### src/rtl/cve2_sim_timer_pkg.sv
// cve2_sim_timer_pkg: register map, CTRL layout and reset constants for the simulation machine timer.
package cve2_sim_timer_pkg;

   localparam logic [7:0] TimerMtimeLo    = 8'd0;
   localparam logic [7:0] TimerMtimeHi    = 8'd1;
   localparam logic [7:0] TimerMtimecmpLo = 8'd2;
   localparam logic [7:0] TimerMtimecmpHi = 8'd3;
   localparam logic [7:0] TimerCtrl       = 8'd4;
   localparam logic [7:0] TimerPrescale   = 8'd5;

   localparam int unsigned CtrlEnableBit = 0;

   localparam logic [63:0] MtimecmpReset = 64'hFFFF_FFFF_FFFF_FFFF;

   function automatic logic [31:0] be_merge(input logic [31:0] old, input logic [31:0] wdata,
                                            input logic [3:0] be);
      logic [31:0] res;
      for (int i = 0; i < 4; i++) res[8*i +: 8] = be[i] ? wdata[8*i +: 8] : old[8*i +: 8];
      return res;
   endfunction

endpackage

### src/rtl/cve2_sim_timer_prescaler.sv
// cve2_sim_timer_prescaler: divides the clock by (prescale + 1) while enabled, emitting a one-cycle tick.
module cve2_sim_timer_prescaler
   import cve2_sim_timer_pkg::*;
#(
   parameter int unsigned Width = 16
) (
   input  logic             clk_i,
   input  logic             rst_ni,
   input  logic             enable,
   input  logic             clear,
   input  logic [Width-1:0] prescale,
   output logic             tick
);

   logic [Width-1:0] count;

   assign tick = enable && count == prescale;

   always_ff @(posedge clk_i or negedge rst_ni) begin
      if (!rst_ni) count <= '0;
      else if (clear || tick) count <= '0;
      else if (enable) count <= count + 1'b1;
   end

endmodule

### src/rtl/cve2_sim_timer.sv
// cve2_sim_timer: memory-mapped mtime/mtimecmp machine timer for the simulation bus.
// Every request gets a response the next cycle; timer_irq_o is a registered level.
module cve2_sim_timer
   import cve2_sim_timer_pkg::*;
#(
   parameter int unsigned              PrescaleWidth = 16,
   parameter logic [PrescaleWidth-1:0] PrescaleReset = '0,
   parameter logic                     EnableReset   = 1'b1
) (
   input  logic        clk_i,
   input  logic        rst_ni,
   input  logic        dev_req_i,
   input  logic        dev_we_i,
   input  logic [3:0]  dev_be_i,
   input  logic [31:0] dev_addr_i,
   input  logic [31:0] dev_wdata_i,
   output logic        dev_rvalid_o,
   output logic [31:0] dev_rdata_o,
   output logic        dev_err_o,
   output logic        timer_irq_o
);

   logic [7:0]               idx;
   logic                     idx_ok, wr, rd;
   logic                     wr_mtime_lo, wr_mtime_hi, wr_cmp_lo, wr_cmp_hi, wr_ctrl, wr_prescale;
   logic [63:0]              mtime, mtime_d, mtimecmp, mtimecmp_d;
   logic                     enable, enable_d, tick;
   logic [PrescaleWidth-1:0] prescale, prescale_d;
   logic [31:0]              prescale_wr, rdata_d;
   logic                     unused;

   assign idx    = dev_addr_i[9:2];
   assign idx_ok = idx <= TimerPrescale;
   assign wr     = dev_req_i & dev_we_i & idx_ok;
   assign rd     = dev_req_i & ~dev_we_i & idx_ok;

   assign wr_mtime_lo = wr && idx == TimerMtimeLo;
   assign wr_mtime_hi = wr && idx == TimerMtimeHi;
   assign wr_cmp_lo   = wr && idx == TimerMtimecmpLo;
   assign wr_cmp_hi   = wr && idx == TimerMtimecmpHi;
   assign wr_ctrl     = wr && idx == TimerCtrl;
   assign wr_prescale = wr && idx == TimerPrescale;

   cve2_sim_timer_prescaler #(
      .Width(PrescaleWidth)
   ) u_prescaler (
      .clk_i   (clk_i),
      .rst_ni  (rst_ni),
      .enable  (enable),
      .clear   (wr_prescale),
      .prescale(prescale),
      .tick    (tick)
   );

   // A software write to either half of mtime swallows the whole 64-bit increment.
   assign mtime_d = wr_mtime_lo ? {mtime[63:32], be_merge(mtime[31:0], dev_wdata_i, dev_be_i)} :
                    wr_mtime_hi ? {be_merge(mtime[63:32], dev_wdata_i, dev_be_i), mtime[31:0]} :
                    tick        ? mtime + 64'd1 : mtime;

   assign mtimecmp_d = wr_cmp_lo ? {mtimecmp[63:32], be_merge(mtimecmp[31:0], dev_wdata_i, dev_be_i)} :
                       wr_cmp_hi ? {be_merge(mtimecmp[63:32], dev_wdata_i, dev_be_i), mtimecmp[31:0]} :
                       mtimecmp;

   assign enable_d    = wr_ctrl && dev_be_i[CtrlEnableBit/8] ? dev_wdata_i[CtrlEnableBit] : enable;
   assign prescale_wr = be_merge(32'(prescale), dev_wdata_i, dev_be_i);
   assign prescale_d  = wr_prescale ? prescale_wr[PrescaleWidth-1:0] : prescale;
   assign unused      = ^{dev_addr_i[31:10], dev_addr_i[1:0], prescale_wr[31:PrescaleWidth]};

   always_comb begin
      rdata_d = '0;
      case (idx)
         TimerMtimeLo:    rdata_d = mtime[31:0];
         TimerMtimeHi:    rdata_d = mtime[63:32];
         TimerMtimecmpLo: rdata_d = mtimecmp[31:0];
         TimerMtimecmpHi: rdata_d = mtimecmp[63:32];
         TimerCtrl:       rdata_d = 32'(enable) << CtrlEnableBit;
         TimerPrescale:   rdata_d = 32'(prescale);
         default:         rdata_d = '0;
      endcase
   end

   always_ff @(posedge clk_i or negedge rst_ni) begin
      if (!rst_ni) begin
         mtime        <= '0;
         mtimecmp     <= MtimecmpReset;
         enable       <= EnableReset;
         prescale     <= PrescaleReset;
         dev_rvalid_o <= 1'b0;
         dev_rdata_o  <= '0;
         dev_err_o    <= 1'b0;
         timer_irq_o  <= 1'b0;
      end else begin
         mtime        <= mtime_d;
         mtimecmp     <= mtimecmp_d;
         enable       <= enable_d;
         prescale     <= prescale_d;
         dev_rvalid_o <= dev_req_i;
         dev_rdata_o  <= rd ? rdata_d : '0;
         dev_err_o    <= dev_req_i & ~idx_ok;
         timer_irq_o  <= mtime_d >= mtimecmp_d;
      end
   end

endmodule
### config.mk
export PLATFORM = sky130hd
export DESIGN_NAME = cve2_sim_timer
export DESIGN_NICKNAME = d
export VERILOG_FILES = /design/src/rtl/cve2_sim_timer_pkg.sv /design/src/rtl/cve2_sim_timer_prescaler.sv /design/src/rtl/cve2_sim_timer.sv
export SDC_FILE = /design/constraint.sdc
export NUM_CORES = 1
export LEC_CHECK = 0
export CAP_MARGIN = 0
export CORE_MARGIN = 2
export CORE_UTILIZATION = 40
export CTS_BUF_LIST = sky130_fd_sc_hd__clkbuf_4 sky130_fd_sc_hd__clkbuf_8 sky130_fd_sc_hd__clkbuf_16
export DETAILED_ROUTE_END_ITERATION = 7
export GPL_TIMING_DRIVEN = 0
export PLACE_DENSITY = 0.68
export RECOVER_POWER = 100
export SETUP_SLACK_MARGIN = 0.5
export SLEW_MARGIN = 0
export SYNTH_ARGS = -nofsm -noshare
export SYNTH_HDL_FRONTEND = slang
export SYNTH_SLANG_ARGS = --single-unit
### constraint.sdc
create_clock -name clk_i -period 4 [get_ports clk_i]
set_input_delay 1 -clock clk_i [delete_from_list [all_inputs] [get_ports clk_i]]
set_output_delay 1 -clock clk_i [all_outputs]
set_load 0.02 [all_outputs]
# == Yosys cells after proc, flatten, opt, wreduce, memory -nomap -nowiden ==
# Index checks and enable logic that the tools add are counted.
# totals
ff_bits,196
output_inout_bits,35
elab_cells,65
# classes
addsub,2
order_cmp,2
eq_ne,6
mux,25
n_bitwise,7
reduce_logical,13
# ops
op,n
two-way mux 64 bit,5
one-hot mux 32 bit (6 select lines),1
two-way mux 8 bit,16
"adder 64 x 1 -> 64 bit, second input constant",1
greater-or-equal comparator 64 bit,1
two-way mux 16 bit,2
two-way mux 32 bit,1
"adder 16 x 1 -> 16 bit, second input constant",1
== test 16 bit,1
"== test 8 x 2 -> 1 bit, second input constant",2
"== test 8 x 3 -> 1 bit, second input constant",2
"== test 8 x 1 -> 1 bit, second input constant",1
"<= comparator 8 x 3 -> 1 bit, second input constant",1
logical AND 1 bit,8
zero test 8 bit,1
AND 1 bit,5
AND reduction 2 bit,2
NOT 1 bit,2
nonzero test 2 bit,1
logical OR 1 bit,1

# == Logic depth before layout (Yosys ltp) ==
# depth
word_depth,6
mapped_depth,18
mapped_depth_nobuf,16

# == Modules after synthesis ==
# A second synthesis with hierarchy kept.
# hier_totals
cells_unflattened,1181
area_unflattened_um2,12031.5
# by_module_without_submodules
module,instances,cells_each,area_each_um2,seq_area_each_um2
cve2_sim_timer,1,1079,11045.6,4585.6
cve2_sim_timer_prescaler,1,102,985.9,400.4

# == Worst setup path before layout ==
# No wires, ideal clock.
# synth_path
kind,input to register
startpoint,input port dev_addr_i[9]
endpoint,register timer_irq_o
arrival_time_ps,3979
required_ps,3874
setup_slack_ps,-105
path_stages,16
n_path_buf,2
path_cell_list,nor4_2 -> and4b_1 -> buf_2 -> nand2b_1 -> clkbuf_1 -> nor2_1 -> nor3_1 -> a211oi_1 -> ha_1 -> a21oi_1 -> nand2_1 -> a221oi_1 -> nor2_1 -> o41a_1 -> a21oi_1 -> o31ai_1
# synth_via
elab_chain_len,6
elab_cells_between_ends,15
classes_between,2 x order compare; 3 x eq/ne; 4 x mux; 1 x bitwise; 5 x reduce/logical
# synth_lines
item,line_no,text
start: declaration,cve2_sim_timer.sv:15,"input logic [31:0] dev_addr_i,"
<= comparator 8 x 3 -> 1 bit,cve2_sim_timer.sv:33,assign idx_ok = idx <= TimerPrescale;
AND 1 bit,cve2_sim_timer.sv:34,assign wr = dev_req_i & dev_we_i & idx_ok;
logical AND 1 bit,cve2_sim_timer.sv:38,assign wr_mtime_hi = wr && idx == TimerMtimeHi;
two-way mux 64 bit,cve2_sim_timer.sv:57,"wr_mtime_hi ? {be_merge(mtime[63:32], dev_wdata_i, dev_be_i), mtime[31:0]} :"
two-way mux 64 bit *,cve2_sim_timer.sv:56,"assign mtime_d = wr_mtime_lo ? {mtime[63:32], be_merge(mtime[31:0], dev_wdata_i, dev_be_i)} :"
named net mtime_d[22],cve2_sim_timer.sv:26,"logic [63:0] mtime, mtime_d, mtimecmp, mtimecmp_d;"
greater-or-equal comparator 64 bit *,cve2_sim_timer.sv:100,timer_irq_o <= mtime_d >= mtimecmp_d;
end signal: assignment,cve2_sim_timer.sv:100,
end: declaration,cve2_sim_timer.sv:20,output logic timer_irq_o
# Mark *: on every way through the listed nets, which the timed path passes. The rest lies on a longest branch.
# A chain may end at the register's enable or synchronous reset.

# == Worst setup path after layout ==
# layout_path
startpoint,register u_prescaler.count[1]
endpoint,register timer_irq_o
# layout_via
elab_chain_len,6
# layout_lines
item,line_no,text
start: declaration,cve2_sim_timer_prescaler.sv:15,logic [Width-1:0] count;
start signal: assignment,cve2_sim_timer_prescaler.sv:22,else if (enable) count <= count + 1'b1;
== test 16 bit,cve2_sim_timer_prescaler.sv:17,assign tick = enable && count == prescale;
logical AND 1 bit,cve2_sim_timer_prescaler.sv:17,
two-way mux 64 bit,cve2_sim_timer.sv:58,tick ? mtime + 64'd1 : mtime;
two-way mux 64 bit,cve2_sim_timer.sv:57,
two-way mux 64 bit,cve2_sim_timer.sv:56,
named net mtime_d[47],cve2_sim_timer.sv:26,
greater-or-equal comparator 64 bit,cve2_sim_timer.sv:100,
# The timed path passes the listed nets, and every way through them passes these cells.

==> reports/results.txt <==
post-synthesis mux area share - 17.2%
Fin. Hold Viols - 0
Die ar. - 32500 sq um
fin crit share - 103%
synth unique cells - 76
total negative slack - -0.108 ns
1st-iter DRT viols - 984
Max Fanout on Critical Path - 5
worst reg2reg setup slack - -0.11 ns
min Tclk post-route - 4.11 ns
share of power burned in registers - 48.8%
Peak VDD IR - 0.000302 V
final net count - 1500
vias in the first global route - 11087
ANT cells - 0
clk_lat worst skew - 0.46 ns
max-cap violations - 1
Crit Path Category - flop to flop
site row count - 64
largest net degree at the start of global routing - 120
final count of pins violating max slew - 120
Post-synth ARST share - 100%
layout cells sized above 1 - 28.6%
fin worst setup slack - -0.108 ns
post-synthesis simple-gate area fraction - 19.3%
Antenna Violating Nets Remaining - 0
Clock transition at path regs - 0.07 ns
vias per inst - 6.22
failing checks - capacitance limit, slew limit, setup timing
Critical Path RT - 4.34 ns
Mapped Nets - 1346
pre-CTS setup slack - -1.46 ns
PwrDens - 279 nW/um^2
Detail Placement HPWL - 29800 um
CTS buffer count - 17
Static Leak - 6.71 nW
Int Power - 3.07 mW
main combinational cell family by area after synthesis - simple AND/OR/NAND/NOR gates
Worst-Margin Slew - 2.96 ns
sequential area share after synthesis - 40.1%
Synth Flop Type - dfrtp_1
Post-Place Cells - 1683
number of synthesized register bits - 196
Synth Area in XOR/XNOR - 2.25%
Clock Power Share - 38.9%
CTS tree - built
DRC violations left - 0
Initial Util - 40.7%
Post-Route WL - 41000 um
fmax - 243 MHz
Hold-fix buffers, CTS - 0
Syn Std Cell Area - 12400 sq um
post-layout power - 4.28 mW
Min-Delay Path Class - flop to flop
status - finished with violations
family with the most delay on the worst path - simple AND/OR/NAND/NOR gates
switching share of total power - 28.4%
Layout Cells excl Fill - 1771
vias - 11011
post-DR wirelength/cell - 23.2 um
CP Capture Type - flop
Die X-Extent - 180 um
grt ovf - 0
RSZ-0062 raised after global routing - true
I/O Buffers - 78
CTS HTree Levels - 4
adder-cell area share of the yosys netlist - 6.64%
Compound-Gate Fraction of Synth Area - 12.1%
Buf/Inv on CP - 1
switching pwr - 1.21 mW
root buf cell - clkbuf_16
Die Height - 180 um
first-pass GRT wire length - 64300 um
clk buf depth - 2
# setup viols final - 1
Mapped Cells - 1208
combinational share of power - 12.3%
area grow syn2layout - 23.5%
Pre-Repair DR Iteration Count - 5
max_slew headroom - -97.6%
I/O pins - 107
crit path DAT - 4.44 ns
startpoint class of the critical path - flop
core area - 30600 sq um
RD Place Congestion - 0.959
CTS Sinks - 196
Mapped Avg Cell Area - 10.3 sq um
initial antenna violation count - 0
CP Cell Sequence - xnor2_2, nand4_1, buf_4, or3_4, nor3_2, and2_2, a31oi_1, or3_1, ha_1, a21oi_4, o2111ai_2, o41a_1, a21oi_2, o31ai_4
skew final - 0.0161 ns
crit-path max cell delay - 0.47 ns
Crit-path slowest cell - o41a_1
Total Routing Usage GR - 25.3%
number of enable flip-flop cells after synthesis - 0
Synth Warn # - 0
[logic make-up (layout without fill, tap and decap cells)]
kind of cell	count (synthesis)	after routing
and+or+nand+nor	453	453
buffers and inverters	72	239
AOI/OAI and AO/OA	214	214
DFF	196	196
muxes	175	175
adders and majority gates	66	66
xor gates and xnor gates	32	32
[cell type report]
type / instances / area [sq um]
buffer: 50 / 358
clock buffer: 18 / 433
clock inverter: 14 / 123
fill: 2733 / 15200
inverter: 22 / 82.6
multi-input combinational: 940 / 7650
sequential: 196 / 4990
tap: 396 / 495
timing repair buffer: 135 / 1230
[worst paths after layout]
kind / to / cells past startpoint / from
worst min-delay path: prescale[4]$_DFFE_PN0P_ / 1 / prescale[4]$_DFFE_PN0P_
min in group asynchronous: dev_rdata_o[2]$_DFF_PN0_ / 1 / rst_ni
max in group asynchronous: mtime[8]$_DFF_PN0_ / 1 / rst_ni
worst max register to register: timer_irq_o$_DFF_PN0_ / 14 / u_prescaler.count[1]$_DFFE_PN0P_
worst min register to register: prescale[4]$_DFFE_PN0P_ / 1 / prescale[4]$_DFFE_PN0P_
worst max-delay path: timer_irq_o$_DFF_PN0_ / 14 / u_prescaler.count[1]$_DFFE_PN0P_
[flip-flops by register name, summed over array words and instances, names as in the netlist]
| name | flops |
|---|---|
| dev_rdata_o | 32 |
| timer_irq_o | 1 |
| prescale | 16 |
| u_prescaler.count | 16 |
| enable | 1 |
| dev_err_o | 1 |
| dev_rvalid_o | 1 |
| mtime | 64 |
| mtimecmp | 64 |
[worst register-to-register path, stage by stage, from the launching register on]
cell and delay (ns):
dfrtp_2 0.45, xnor2_2 0.21, nand4_1 0.12, buf_4 0.17, or3_4 0.46, nor3_2 0.25, and2_2 0.26, a31oi_1 0.10
or3_1 0.43, ha_1 0.36, a21oi_4 0.26, o2111ai_2 0.22, o41a_1 0.47, a21oi_2 0.16, o31ai_4 0.10
[cell usage after synthesis (all sizes together), types with 26 or more instances]
library cell / count / share of area [%]
nand3: 66 / 2.8
ha: 66 / 6.6
a22oi: 29 / 1.8
nor2: 111 / 3.5
a21oi: 40 / 1.6
nand4: 39 / 2.2
dfstp: 65 / 14
nor3: 31 / 1.4
nand2: 104 / 3.2
and3: 26 / 1.3
mux2i: 67 / 5.4
dfrtp: 131 / 26
clkbuf: 28 / 0.84
mux2: 86 / 7.8
[metrics by stage]
| stage | area, sq um | utilization, % | hold WS [ns] |
|---|---|---|---|
| after detailed placement | 13900 | 45.5 | 0.546 |
| after floorplan | 12600 | - | 0.485 |
| after global routing | 15400 | 50.2 | 0.579 |
| final | 15400 | 50.2 | 0.561 |
| after global placement | 13900 | 45.3 | 0.535 |
| after CTS | 15200 | 49.8 | 0.561 |
[placed cells by master (no fill, tap or decap), types with 23 or more instances in the layout]
cell	n
nor2_1	99
buf_4	58
nand2_1	93
a22oi_1	29
and3_1	24
mux2i_1	66
a21oi_1	36
dfrtp_1	124
nor3_1	23
clkdlybuf4s50_1	69
mux2_2	75
nand4_1	35
ha_1	64
dfstp_2	65
nand3_1	61
[power by group through the flow]
stage | logic [mW] | registers (mW) | clock network, mW
after floorplan | 0.244 | 2.10 | 0
after global placement | 0.449 | 2.12 | 0
after detailed placement | 0.462 | 2.12 | 0
after CTS | 0.510 | 2.09 | 1.69
after global routing | 0.568 | 2.10 | 1.77
final | 0.525 | 2.09 | 1.67
[timing repair]
item / CTS / global route
gates resized for setup: 109 / 38
cloned: 1 / 0
pin swaps: 37 / 24
setup endpoints to repair: 28 / 1
setup buffers: 48 / 7
[routing by layer]
layer  routed length (um)  track usage, %
met5                    0               0
met4                 1720            10.6
met3                 2820            4.59
met2                19300            41.0
met1                17200            33.4
(Power assumes the default switching activity.)
